### src/rtl/approx_adder_pkg.sv
// Shared helpers for the pipelined approximate adder.
// Holds the k clamp and the per-bit lower-part mask.
package approx_adder_pkg;

  // Approximation length is saturated at the operand width, never wrapped.
  function automatic int unsigned clamp_k(int unsigned k, int unsigned w);
    return (k > w) ? w : k;
  endfunction

  // Bit idx belongs to the OR-approximated lower part when idx < k.
  function automatic logic lo_mask(int unsigned k, int unsigned idx);
    return idx < k;
  endfunction

endpackage

### src/rtl/adder_seg.sv
// One carry-chain slice of the approximate adder.
// Ports: i_a/i_b slice operands, i_k clamped k, i_c carry-in,
//        o_s slice sum, o_c slice carry-out.
module adder_seg
  import approx_adder_pkg::*;
#(
  parameter int SW   = 3,
  parameter int BASE = 0,
  parameter int KW   = 3
) (
  input  logic [SW-1:0] i_a,
  input  logic [SW-1:0] i_b,
  input  logic [KW-1:0] i_k,
  input  logic          i_c,
  output logic [SW-1:0] o_s,
  output logic          o_c
);

  logic w_c;
  logic w_lo;

  // Lower-part bits emit a|b and a&b as carry; only the carry of the
  // top lower bit survives, because every lower bit ignores carry-in.
  always_comb begin
    w_c  = i_c;
    w_lo = 1'b0;
    o_s  = '0;
    for (int i = 0; i < SW; i++) begin
      w_lo = lo_mask(32'(i_k), unsigned'(BASE + i));
      if (w_lo) begin
        o_s[i] = i_a[i] | i_b[i];
        w_c    = i_a[i] & i_b[i];
      end else begin
        o_s[i] = i_a[i] ^ i_b[i] ^ w_c;
        w_c    = (i_a[i] & i_b[i]) | (w_c & (i_a[i] ^ i_b[i]));
      end
    end
    o_c = w_c;
  end

endmodule

### src/rtl/approx_adder_pipe.sv
// Pipelined lower-part-OR approximate adder, one slice per stage.
// Ports: clk, rst, in_valid/in_ready, a, b, approx_k,
//        out_valid/out_ready, sum (MSB is carry-out).
module approx_adder_pipe
  import approx_adder_pkg::*;
#(
  parameter int WIDTH = 6,
  parameter int SEGS  = 2,
  parameter int KW    = $clog2(WIDTH + 1)
) (
  input  logic             clk,
  input  logic             rst,
  input  logic             in_valid,
  output logic             in_ready,
  input  logic [WIDTH-1:0] a,
  input  logic [WIDTH-1:0] b,
  input  logic [KW-1:0]    approx_k,
  output logic             out_valid,
  input  logic             out_ready,
  output logic [WIDTH:0]   sum
);

  localparam int SW = WIDTH / SEGS;

  if (WIDTH < 2 || WIDTH > 64 || SEGS < 1 ||
      (WIDTH % SEGS) != 0 || KW != $clog2(WIDTH + 1)) begin : g_bad
    $fatal(1, "approx_adder_pipe: illegal WIDTH/SEGS/KW");
  end

  logic [SEGS-1:0]  r_v;
  logic [WIDTH-1:0] r_a [SEGS];
  logic [WIDTH-1:0] r_b [SEGS];
  logic [KW-1:0]    r_k [SEGS];
  logic             r_c [SEGS];
  logic [WIDTH:0]   r_s [SEGS];

  logic [WIDTH-1:0] w_a  [SEGS];
  logic [WIDTH-1:0] w_b  [SEGS];
  logic [KW-1:0]    w_k  [SEGS];
  logic [WIDTH:0]   w_sn [SEGS];
  logic [SEGS-1:0]  w_ci;
  logic [SEGS-1:0]  w_co;
  logic [SEGS-1:0]  w_up;
  logic [SEGS-1:0]  w_rdy;
  logic [KW-1:0]    w_kc;
  logic             w_r;

  assign w_kc = KW'(clamp_k(32'(approx_k), unsigned'(WIDTH)));

  for (genvar s = 0; s < SEGS; s++) begin : g_st
    logic [SW-1:0]  w_ss;
    logic [WIDTH:0] w_sp;
    logic [WIDTH:0] w_mrg;

    if (s == 0) begin : g_first
      assign w_a[s]  = a;
      assign w_b[s]  = b;
      assign w_k[s]  = w_kc;
      assign w_ci[s] = 1'b0;
      assign w_up[s] = in_valid;
      assign w_sp    = '0;
    end else begin : g_next
      assign w_a[s]  = r_a[s-1];
      assign w_b[s]  = r_b[s-1];
      assign w_k[s]  = r_k[s-1];
      assign w_ci[s] = r_c[s-1];
      assign w_up[s] = r_v[s-1];
      assign w_sp    = r_s[s-1];
    end

    adder_seg #(
      .SW  (SW),
      .BASE(s * SW),
      .KW  (KW)
    ) u_seg (
      .i_a(w_a[s][s*SW +: SW]),
      .i_b(w_b[s][s*SW +: SW]),
      .i_k(w_k[s]),
      .i_c(w_ci[s]),
      .o_s(w_ss),
      .o_c(w_co[s])
    );

    always_comb begin
      w_mrg = w_sp;
      w_mrg[s*SW +: SW] = w_ss;
      if (s == SEGS - 1) w_mrg[WIDTH] = w_co[s];
    end

    assign w_sn[s] = w_mrg;
  end

  // A stage can take a beat when empty or when its content leaves;
  // the chain runs from the output back to the input.
  always_comb begin
    w_r   = out_ready;
    w_rdy = '0;
    for (int s = SEGS - 1; s >= 0; s--) begin
      w_r      = ~r_v[s] | w_r;
      w_rdy[s] = w_r;
    end
  end

  always_ff @(posedge clk or posedge rst) begin
    if (rst) begin
      r_v <= '0;
      for (int s = 0; s < SEGS; s++) begin
        r_a[s] <= '0;
        r_b[s] <= '0;
        r_k[s] <= '0;
        r_c[s] <= 1'b0;
        r_s[s] <= '0;
      end
    end else begin
      for (int s = 0; s < SEGS; s++) begin
        if (w_rdy[s]) begin
          r_v[s] <= w_up[s];
          r_a[s] <= w_a[s];
          r_b[s] <= w_b[s];
          r_k[s] <= w_k[s];
          r_c[s] <= w_co[s];
          r_s[s] <= w_sn[s];
        end
      end
    end
  end

  assign in_ready  = w_rdy[0];
  assign out_valid = r_v[SEGS-1];
  assign sum       = r_s[SEGS-1];

endmodule
### config.mk
export PLATFORM = sky130hd
export DESIGN_NAME = approx_adder_pipe
export DESIGN_NICKNAME = d
export VERILOG_FILES = /design/src/rtl/approx_adder_pkg.sv /design/src/rtl/adder_seg.sv /design/src/rtl/approx_adder_pipe.sv
export SDC_FILE = /design/constraint.sdc
export NUM_CORES = 1
export LEC_CHECK = 0
export BUFFER_PORTS_ARGS = -buffer_cell sky130_fd_sc_hd__buf_4
export CAP_MARGIN = 20
export CORE_UTILIZATION = 46
export CTS_CLUSTER_DIAMETER = 200
export CTS_CLUSTER_SIZE = 16
export DETAILED_ROUTE_END_ITERATION = 16
export GPL_ROUTABILITY_DRIVEN = 1
export PLACE_DENSITY = 0.69
export SLEW_MARGIN = 20
export SYNTH_ARGS = -nofsm -noshare
export SYNTH_HDL_FRONTEND = slang
export SYNTH_SLANG_ARGS = --single-unit
### constraint.sdc
create_clock -name clk -period 6.4 [get_ports clk]
set_clock_uncertainty 0.05 [all_clocks]
set_input_delay 1.28 -clock clk [delete_from_list [all_inputs] [get_ports clk]]
set_output_delay 1.28 -clock clk [all_outputs]
set_load 0.02 [all_outputs]
==> flow_summary.yaml, run 1 <==
clock_network:
  path_clk_slew_ns: 0.12
  postCtsSetupRepairBufs: 0
  cts_max_path_buffers: 2
  htree_levels: 1
  cts_resized: 0
  cts.root.buffer_cell: "sky130_fd_sc_hd__clkbuf_4"
  clk-insertion-delay-late_ns: 0.30
  clock_sinks: 22
  cts_tree: "done"
  cts_hold_repair.buffers: 0
  cts_made_buffers: 3
yosys:
  synth.net_count: 156
  ys_seq_area_share_pct: 42.51
  synth_top_cell_by_area: "sky130_fd_sc_hd__dfrtp_1"
  synth_seq_cells: 22
  synth_common_cells: "sky130_fd_sc_hd__dfrtp_1 (22), sky130_fd_sc_hd__inv_1 (17), sky130_fd_sc_hd__ha_1 (12)"
  post_synth_main_area_contributors: "sky130_fd_sc_hd__dfrtp_1 (43%), sky130_fd_sc_hd__ha_1 (12%), sky130_fd_sc_hd__fa_1 (7.7%)"
  postSynth.asyncResetShare_pct: 100.0
  yosys.area.top_type_share_pct: 42.51
  synth_flop_cell: "sky130_fd_sc_hd__dfrtp_1"
  yosys.cell_count.top_type: "sky130_fd_sc_hd__dfrtp_1"
  ys_warns: 0
  synth-edff-count: 0
  synthDistinctLibCells: 27
  synthCells: 120
  mean_instance_size_in_the_synthesized_netlist_um2: 10.79
  synth.cell_area_um2: 1295
timing:
  fin_worst_hold_slack_ns: 0.4519
  min_period_over_period_pct: 51.59
  grt_setup_unrepaired: "no"
  timing.final.hold_violations: 0
  drv_slew: 0
  worst_pin_slew_ns: 0.8079
  worst_slew_margin_rel_pct: 46.08
  post-route-min-period_ns: 3.302
  fmaxAchievable_ghz: 0.3029
  setup_viol_count_final: 0
  final.setup.tns_ns: 0
critical_path:
  worst_setup_path_end_kind: "output pin"
  critical_path.max_fanout: 25
  worst-endpoint-required_ns: 5.07
  start_kind: "primary input"
  timing.critical_path.arrival_ns: 1.97
  worst-setup-path-type: "primary input to output pin"
  timing.reg2reg.worst_path_depth: 8
placed_design:
  gpl.final_weighted_congestion: 0.6928
  place_area_um2: 1506
  port-buffer-count: 27
  dpl.hpwl_um: 1589
floorplan:
  floorplan_die_area_um2: 3032
  floorplan_die_width_um: 55.06
  floorplan_core_area_um2: 2567
  design.portCount: 28
  initial_utilization_pct: 50.44
  die_y_um: 55.06
  floorplan.rows: 18
pwr:
  p_switching_uw: 112.2
  pwr_density_cell_nw_per_um2: 249.6
  power.combinational.fraction_pct: 28.1
  share_seq_of_total_power_pct: 44.8
  internal_power_uw: 276.9
  total_power_uw: 389.1
  switching_part_of_the_total_power_pct: 28.84
  cellLeakagePower_uw: 0.0007866
  power.share.clock_pct: 27.1
  irDropWorstVdd_mv: 0.1557
routing:
  postRouteWirelength_um: 2038
  detailedRoute.firstPassIterationCount: 4
  final_antenna_net_count: 0
  number_of_design_rule_violations_left_after_detail_routing: 0
  via_count: 848
  detail_route.vias_per_cell: 4.791
  wire_per_inst_um: 11.51
  first_iter_violations: 8
min_path:
  hold_class: "flop to flop"
  count_of_cells_along_the_worst_hold_path: 1
global_route:
  grt_remaining_overflow: 0
  grt_pass1_wl_um: 3436
  antenna_found_initial: 0
  vias_in_the_first_global_route: 812
  pin_count_of_the_biggest_net_entering_global_routing: 26
  grt.total_usage_pct: 16.61
layout:
  final_net_count: 184
  final_core_utilization_pct: 60.72
  post_route_design_area_um2: 1559
  final_layout_size_suffix_gt1_share_pct: 27.89
  area.growth.synth_to_final_pct: 20.39
  antenna-diode-count: 0
run:
  max_cap_viol_count: 0
outcome:
  run_status: "finished clean"
layout by cell type, fill, tap and decap left out, drive strengths merged:
| cell type | n |
|---|---|
| nand3 | 1 |
| dfrtp | 22 |
| or2 | 1 |
| ha | 12 |
| a31oi | 2 |
| mux2i | 3 |
| mux2 | 9 |
| o21a | 2 |
| fa | 5 |
| nor3 | 1 |
| nand3b | 1 |
| a21oi | 7 |
| nor2 | 8 |
| inv | 17 |
| bufinv | 1 |
| buf | 27 |
| nand2 | 12 |
| o21ai | 9 |
| a21o | 1 |
| clkbuf | 3 |
| nand2b | 3 |
metal layers:
layer | wire (um) | vias to the layer above | GRT usage, %
met1 | 901 | 395 | 20.79
met5 | 0 | - | 0
li1 | - | 435 | -
met2 | 1050 | 16 | 27.51
met4 | 28 | 0 | 7.500
met3 | 58 | 2 | 3.279
worst max-delay path, cell delays in order:
cell and delay, ns:
sky130_fd_sc_hd__buf_4 0.11, sky130_fd_sc_hd__nand3b_4 0.32, sky130_fd_sc_hd__buf_4 0.26
area by class of cell:
type	instances	area, um^2
Fill cell	234	1008
Multi-Input combinational cell	77	651.9
Sequential cell	22	550.5
Timing Repair Buffer	27	202.7
Inverter	17	63.81
Tap cell	30	37.54
Clock inverter	1	30.03
Clock buffer	3	22.52
worst paths after layout:
| check | start | endpoint | slack (ns) |
|---|---|---|---|
| hold / removal | sum[0] | sum[0] | 0.45 |
| hold reg to reg | sum[0] | sum[0] | 0.45 |
| setup / recovery | out_ready | in_ready | 3.10 |
| max in group asynchronous | rst | sum[5] | 4.73 |
| setup reg to reg | r_b[9] | sum[5] | 4.10 |
| min in group asynchronous | rst | r_v[1] | 1.07 |
cell families after synthesis:
kind of cell    Yosys count  synth area share (%)
simple gates             27                 10.43
flops                    22                 42.51
mux                      12                 11.01
buf+inv                  21                 7.150
fa+ha+maj                17                 19.32
compound gates           21                 9.565
flip-flops by register name, summed over array words and instances, names as in the netlist:
name       flops
r_c            1
r_v            2
r_k            3
r_a            3
g_st.w_sp      3
r_b            3
sum            7
stage by stage:
stage	setup slack, ns	instances
detailed placement	3.089	173
floorplan	3.405	120
global route	3.043	177
finish	3.098	177
global placement	3.108	173
CTS	3.088	177
power by group through the flow:
stage                     Sequential [uW]  Clock (uW)  Combinational (uW)
final                                 174         105                 109
after global routing                  178         114                 125
after CTS                             174         109                 112
after detailed placement              177           0                 111
after global placement                177           0                 107
after floorplan                       188           0                60.2
No activity file was read; power rests on OpenSTA's default activity.
==> run 2: changes to the inputs <==
clock period = 3.4 ns   (was 6.4 ns; I/O delays follow)
==> flow_summary.yaml, run 2 (same netlist as run 1, synthesis figures left out) <==
critical_path:
  timing.critical_path.arrival_ns: 2.50
  path_common_cell: "sky130_fd_sc_hd__fa_1"
  critPathTopFamily: "adder cells"
  critPathBufInv: 1
  worst-endpoint-required_ns: 3.60
  start_kind: "flop"
  worst_setup_path_end_kind: "flop"
  max_stage_delay_ns: 0.44
  critical_path.max_fanout: 3
  worst-setup-path-type: "flop to flop"
  slowest_stage: "sky130_fd_sc_hd__fa_1"
  timing.critical_path.cells: "inv_1 -> fa_1 -> mux2i_1 -> fa_1 -> mux2i_1 -> fa_1 -> mux2_4 -> a21oi_2"
pwr:
  internal_power_uw: 468.3
  power.combinational.fraction_pct: 30.7
  pwr_density_cell_nw_per_um2: 439.7
  p_switching_uw: 210.0
  irDropWorstVdd_mv: 0.2452
  power.share.clock_pct: 21.1
  switching_part_of_the_total_power_pct: 30.96
  share_seq_of_total_power_pct: 48.2
  total_power_uw: 678.3
  cellLeakagePower_uw: 0.0007796
layout:
  mostFrequentLayoutCell: "sky130_fd_sc_hd__buf_4"
  final_net_count: 184
  area.growth.synth_to_final_pct: 19.13
  antenna-diode-count: 0
  post_route_design_area_um2: 1543
  largest_reg_flops: 7
  layout.cells.most_common_list: "sky130_fd_sc_hd__buf_4 (27), sky130_fd_sc_hd__dfrtp_1 (22), sky130_fd_sc_hd__inv_1 (17)"
  final_layout_size_suffix_gt1_share_pct: 27.89
clock_network:
  cts_resized: 0
  cts_tree: "done"
  cts_made_buffers: 3
  clock_sinks: 22
  cts.root.buffer_cell: "sky130_fd_sc_hd__clkbuf_4"
  htree_levels: 1
  clk-insertion-delay-late_ns: 0.30
  cts_max_path_buffers: 2
  postCtsSetupRepairBufs: 0
  path_clk_slew_ns: 0.12
  cts_hold_repair.buffers: 0
timing:
  final.setup.tns_ns: 0
  timing.final.hold_violations: 0
  drv_slew: 0
  post-route-min-period_ns: 2.306
  min_period_over_period_pct: 67.83
  grt_setup_unrepaired: "no"
  setup_viol_count_final: 0
  worst_slew_margin_rel_pct: 45.32
  fmaxAchievable_ghz: 0.4336
  worst_pin_slew_ns: 0.8193
routing:
  postRouteWirelength_um: 2098
  first_iter_violations: 6
  final_antenna_net_count: 0
  detail_route.vias_per_cell: 4.927
  via_count: 872
  number_of_design_rule_violations_left_after_detail_routing: 0
  wire_per_inst_um: 11.85
  detailedRoute.firstPassIterationCount: 4
placed_design:
  port-buffer-count: 27
  dpl.hpwl_um: 1598
  place_area_um2: 1506
  gpl.final_weighted_congestion: 0.6939
global_route:
  antenna_found_initial: 0
  vias_in_the_first_global_route: 836
  pin_count_of_the_biggest_net_entering_global_routing: 26
  grt.total_usage_pct: 16.38
  grt_remaining_overflow: 0
  grt_pass1_wl_um: 3415
floorplan:
  floorplan_die_area_um2: 3032
  initial_utilization_pct: 50.44
  floorplan_core_area_um2: 2567
  design.portCount: 28
  floorplan.rows: 18
  floorplan_die_width_um: 55.06
  die_y_um: 55.06
outcome:
  run_status: "finished clean"
run:
  max_cap_viol_count: 0
min_path:
  hold_class: "flop to flop"
==> run 2: cell types whose count changed in the layout (fill, tap and decap cells not counted), sizes merged <==
| cell | change |
|---|---|
| bufinv | -1 |
| clkbuf | +1 |
==> run 2: metal layers <==
metal / track usage [%] / share of wire, % / vias to the layer above
met3: 2.459 / 2.4 / 2
met1: 17.70 / 43 / 418
met2: 30.32 / 54 / 16
met5: 0 / 0 / -
met4: 8.750 / 1.3 / 0
li1: - / - / 436
==> run 2: layout make-up <==
type                            count  area (um^2)
Clock buffer                        4        36.28
Multi-Input combinational cell     77        651.9
Inverter                           17        63.81
Fill cell                         247         1025
Sequential cell                    22        550.5
Tap cell                           30        37.54
Timing Repair Buffer               27        202.7
==> run 2: path summary, 6_finish.rpt <==
kind | startpoint | endpoint | slack, ns | depth (start not counted)
worst max-delay path | r_b[9] | sum[5] | 1.09 | 8
max in group asynchronous | rst | r_a[9] | 2.32 | 2
min in group asynchronous | rst | r_v[1] | 0.47 | 2
worst max register to register | r_b[9] | sum[5] | 1.09 | 8
worst min register to register | sum[0] | sum[0] | 0.45 | 1
worst min-delay path | sum[0] | sum[0] | 0.45 | 1
==> run 2: power groups by stage <==
stage / Clock, uW / Sequential, uW / Combinational [uW]
after floorplan: 0 / 355 / 113
after global placement: 0 / 332 / 201
after detailed placement: 0 / 333 / 209
after CTS: 147 / 328 / 211
after global routing: 156 / 335 / 232
final: 143 / 327 / 208
==> run 2: worst register-to-register path, cell delays in order, from the launching register on <==
cell and delay (ns):
sky130_fd_sc_hd__dfrtp_1 0.40, sky130_fd_sc_hd__inv_1 0.12, sky130_fd_sc_hd__fa_1 0.19, sky130_fd_sc_hd__mux2i_1 0.10, sky130_fd_sc_hd__fa_1 0.38, sky130_fd_sc_hd__mux2i_1 0.18, sky130_fd_sc_hd__fa_1 0.44, sky130_fd_sc_hd__mux2_4 0.27
sky130_fd_sc_hd__a21oi_2 0.12
==> run 2: per-stage QoR <==
stage                     util, %  hold slack [ns]  instances  worst slack, ns
after detailed placement    58.67           0.4274        173           0.9728
after global placement      58.67           0.4202        173           0.9956
after global routing        60.09           0.4780        177           0.9367
after CTS                   60.09           0.4554        177            1.086
final                       60.09           0.4481        177            1.094
after floorplan                 -           0.4149        120            1.126
==> run 3: changes to the inputs <==
ABC_AREA = 1   (was not set)
clock period = 2.4 ns   (was 3.4 ns; I/O delays follow)
==> flow_summary.yaml, run 3 <==
timing:
  min_period_over_period_pct: 89.76
  final.setup.tns_ns: 0
  drv_slew: 0
  post-route-min-period_ns: 2.154
  setup_slack_ns: 0.2458
  timing.final.hold_violations: 0
  fmaxAchievable_ghz: 0.4642
  worst_pin_slew_ns: 0.7912
  worst_slew_margin_rel_pct: 47.19
  setup_viol_count_final: 0
  grt_setup_unrepaired: "no"
yosys:
  synth_common_cells: "sky130_fd_sc_hd__nand2_1 (52), sky130_fd_sc_hd__inv_1 (24), sky130_fd_sc_hd__dfrtp_1 (22)"
  yosys.cell_count.top_type: "sky130_fd_sc_hd__nand2_1"
  synth_top_cell_by_area: "sky130_fd_sc_hd__dfrtp_1"
  yosys.area.top_type_share_pct: 42.43
  synth_flop_cell: "sky130_fd_sc_hd__dfrtp_1"
  ys_warns: 0
  synth.net_count: 187
  synthCells: 151
  synth_seq_cells: 22
  ys_seq_area_share_pct: 42.43
  synth.cell_area_um2: 1297
  mean_instance_size_in_the_synthesized_netlist_um2: 8.593
  post_synth_main_area_contributors: "sky130_fd_sc_hd__dfrtp_1 (42%), sky130_fd_sc_hd__nand2_1 (15%), sky130_fd_sc_hd__ha_1 (12%)"
  synth-edff-count: 0
  synthDistinctLibCells: 17
  postSynth.asyncResetShare_pct: 100.0
placed_design:
  dpl.hpwl_um: 1722
  placement.setup.worst_slack_ns: 0.2434
  gpl.final_weighted_congestion: 0.7935
  place_inst: 207
  port-buffer-count: 27
clock_network:
  cts_made_buffers: 3
  cts_tree: "done"
  cts_max_path_buffers: 2
  postCtsSetupRepairBufs: 0
  cts_hold_repair.buffers: 0
  clk-insertion-delay-late_ns: 0.31
  path_clk_slew_ns: 0.12
  cts.root.buffer_cell: "sky130_fd_sc_hd__clkbuf_4"
  clock_sinks: 22
  cts_resized: 0
  htree_levels: 1
critical_path:
  rr_startpoint: "r_b[9]"
  critical_path.max_fanout: 3
  worst-endpoint-required_ns: 2.56
  worst-setup-path-type: "flop to flop"
  timing.critical_path.arrival_ns: 2.32
  critPathTopFamily: "adder cells"
  timing.critical_path.cells: "inv_1 -> fa_1 -> o21ai_0 -> fa_1 -> o21ai_0 -> fa_1 -> nand2_1 -> nand3_1 -> nand2_1"
  max_stage_delay_ns: 0.49
  start_kind: "flop"
  slowest_stage: "sky130_fd_sc_hd__fa_1"
  setup.worst_path.start: "r_b[9]"
  worst_setup_path_end_kind: "flop"
  critPathBufInv: 1
  path_common_cell: "sky130_fd_sc_hd__fa_1"
layout:
  final_layout_size_suffix_gt1_share_pct: 19.44
  area.growth.synth_to_final_pct: 19.38
  filler_cell_count: 249
  layout.cells.most_common_list: "sky130_fd_sc_hd__nand2_1 (52), sky130_fd_sc_hd__buf_4 (27), sky130_fd_sc_hd__inv_1 (24)"
  final_core_utilization_pct: 60.33
  final_cells: 210
  largest_reg_flops: 7
  mostFrequentLayoutCell: "sky130_fd_sc_hd__nand2_1"
  final_net_count: 218
  antenna-diode-count: 0
global_route:
  grt_pass1_wl_um: 3877
  grt_remaining_overflow: 0
  antenna_found_initial: 0
  vias_in_the_first_global_route: 951
  grt.total_usage_pct: 18.30
  pin_count_of_the_biggest_net_entering_global_routing: 23
floorplan:
  initial_utilization_pct: 50.54
  floorplan_core_area_um2: 2567
  floorplan_die_area_um2: 3037
  floorplan_die_width_um: 55.11
  floorplan.rows: 18
  die_y_um: 55.11
  design.portCount: 28
pwr:
  cellLeakagePower_uw: 0.0008570
  irDropWorstVdd_mv: 0.3678
  pwr_density_cell_nw_per_um2: 590.2
  total_power_uw: 914.3
run:
  max_cap_viol_count: 0
routing:
  number_of_design_rule_violations_left_after_detail_routing: 0
  detailedRoute.firstPassIterationCount: 4
  detail_route.vias_per_cell: 4.767
  via_count: 1001
  final_antenna_net_count: 0
  wire_per_inst_um: 10.22
  postRouteWirelength_um: 2146
  first_iter_violations: 10
outcome:
  run_status: "finished clean"
min_path:
  hold_class: "primary input to async pin"
## run 3: cell type report
class	instances	area (um^2)	share of cell area, %
clock buffer	3	22.52	1.454
multi-input combinational	103	641.9	41.44
tap	30	37.54	2.423
timing repair buffer	27	202.7	13.09
inverter	25	93.84	6.058
sequential	22	550.5	35.54
## run 3: worst paths after layout
check	cells after the start	slack, ns	end
max	9	0.25	sum[5]
max in group asynchronous	2	1.54	r_c[1]
min in group clk	3	0.32	r_a[10]
min	2	0.26	sum[3]
max reg2reg	9	0.25	sum[5]
min reg2reg	2	0.44	sum[2]
## run 3: metal layers
metal,vias up,track usage [%],share of wire (%)
met3,2,3.552,4.0
li1,518,-,-
met5,-,0,0
met2,24,31.53,45
met1,457,23.28,49
met4,0,5.000,1.3
## run 3: cell families after synthesis
kind of cell | share of synthesized area (%)
and+or+nand+nor | 24.01
DFF | 42.43
AOI/OAI and AO/OA | 6.172
buffers and inverters | 8.100
adders and majority gates | 19.29
## run 3: metrics by stage
step / hold slack [ns] / area [um^2]
global route: 0.3034 / 1549
global placement: 0.4078 / 1526
finish: 0.2591 / 1549
detailed placement: 0.4159 / 1526
floorplan: 0.3991 / 1297
CTS: 0.2860 / 1549
## run 3: power by group
group          switching [uW]  internal [uW]  total [uW]
registers                36.0            427         463
clock network             105           58.6         163
logic                     165            123         288
total                     306            608         914
## run 3: worst reg2reg max path: cells and delay by family (launching register included)
kind	cells	cell delay, ns
AOI/OAI and AO/OA	2	0.31
DFF	1	0.37
adders and majority gates	3	1.09
buffers and inverters	1	0.09
and+or+nand+nor	3	0.16
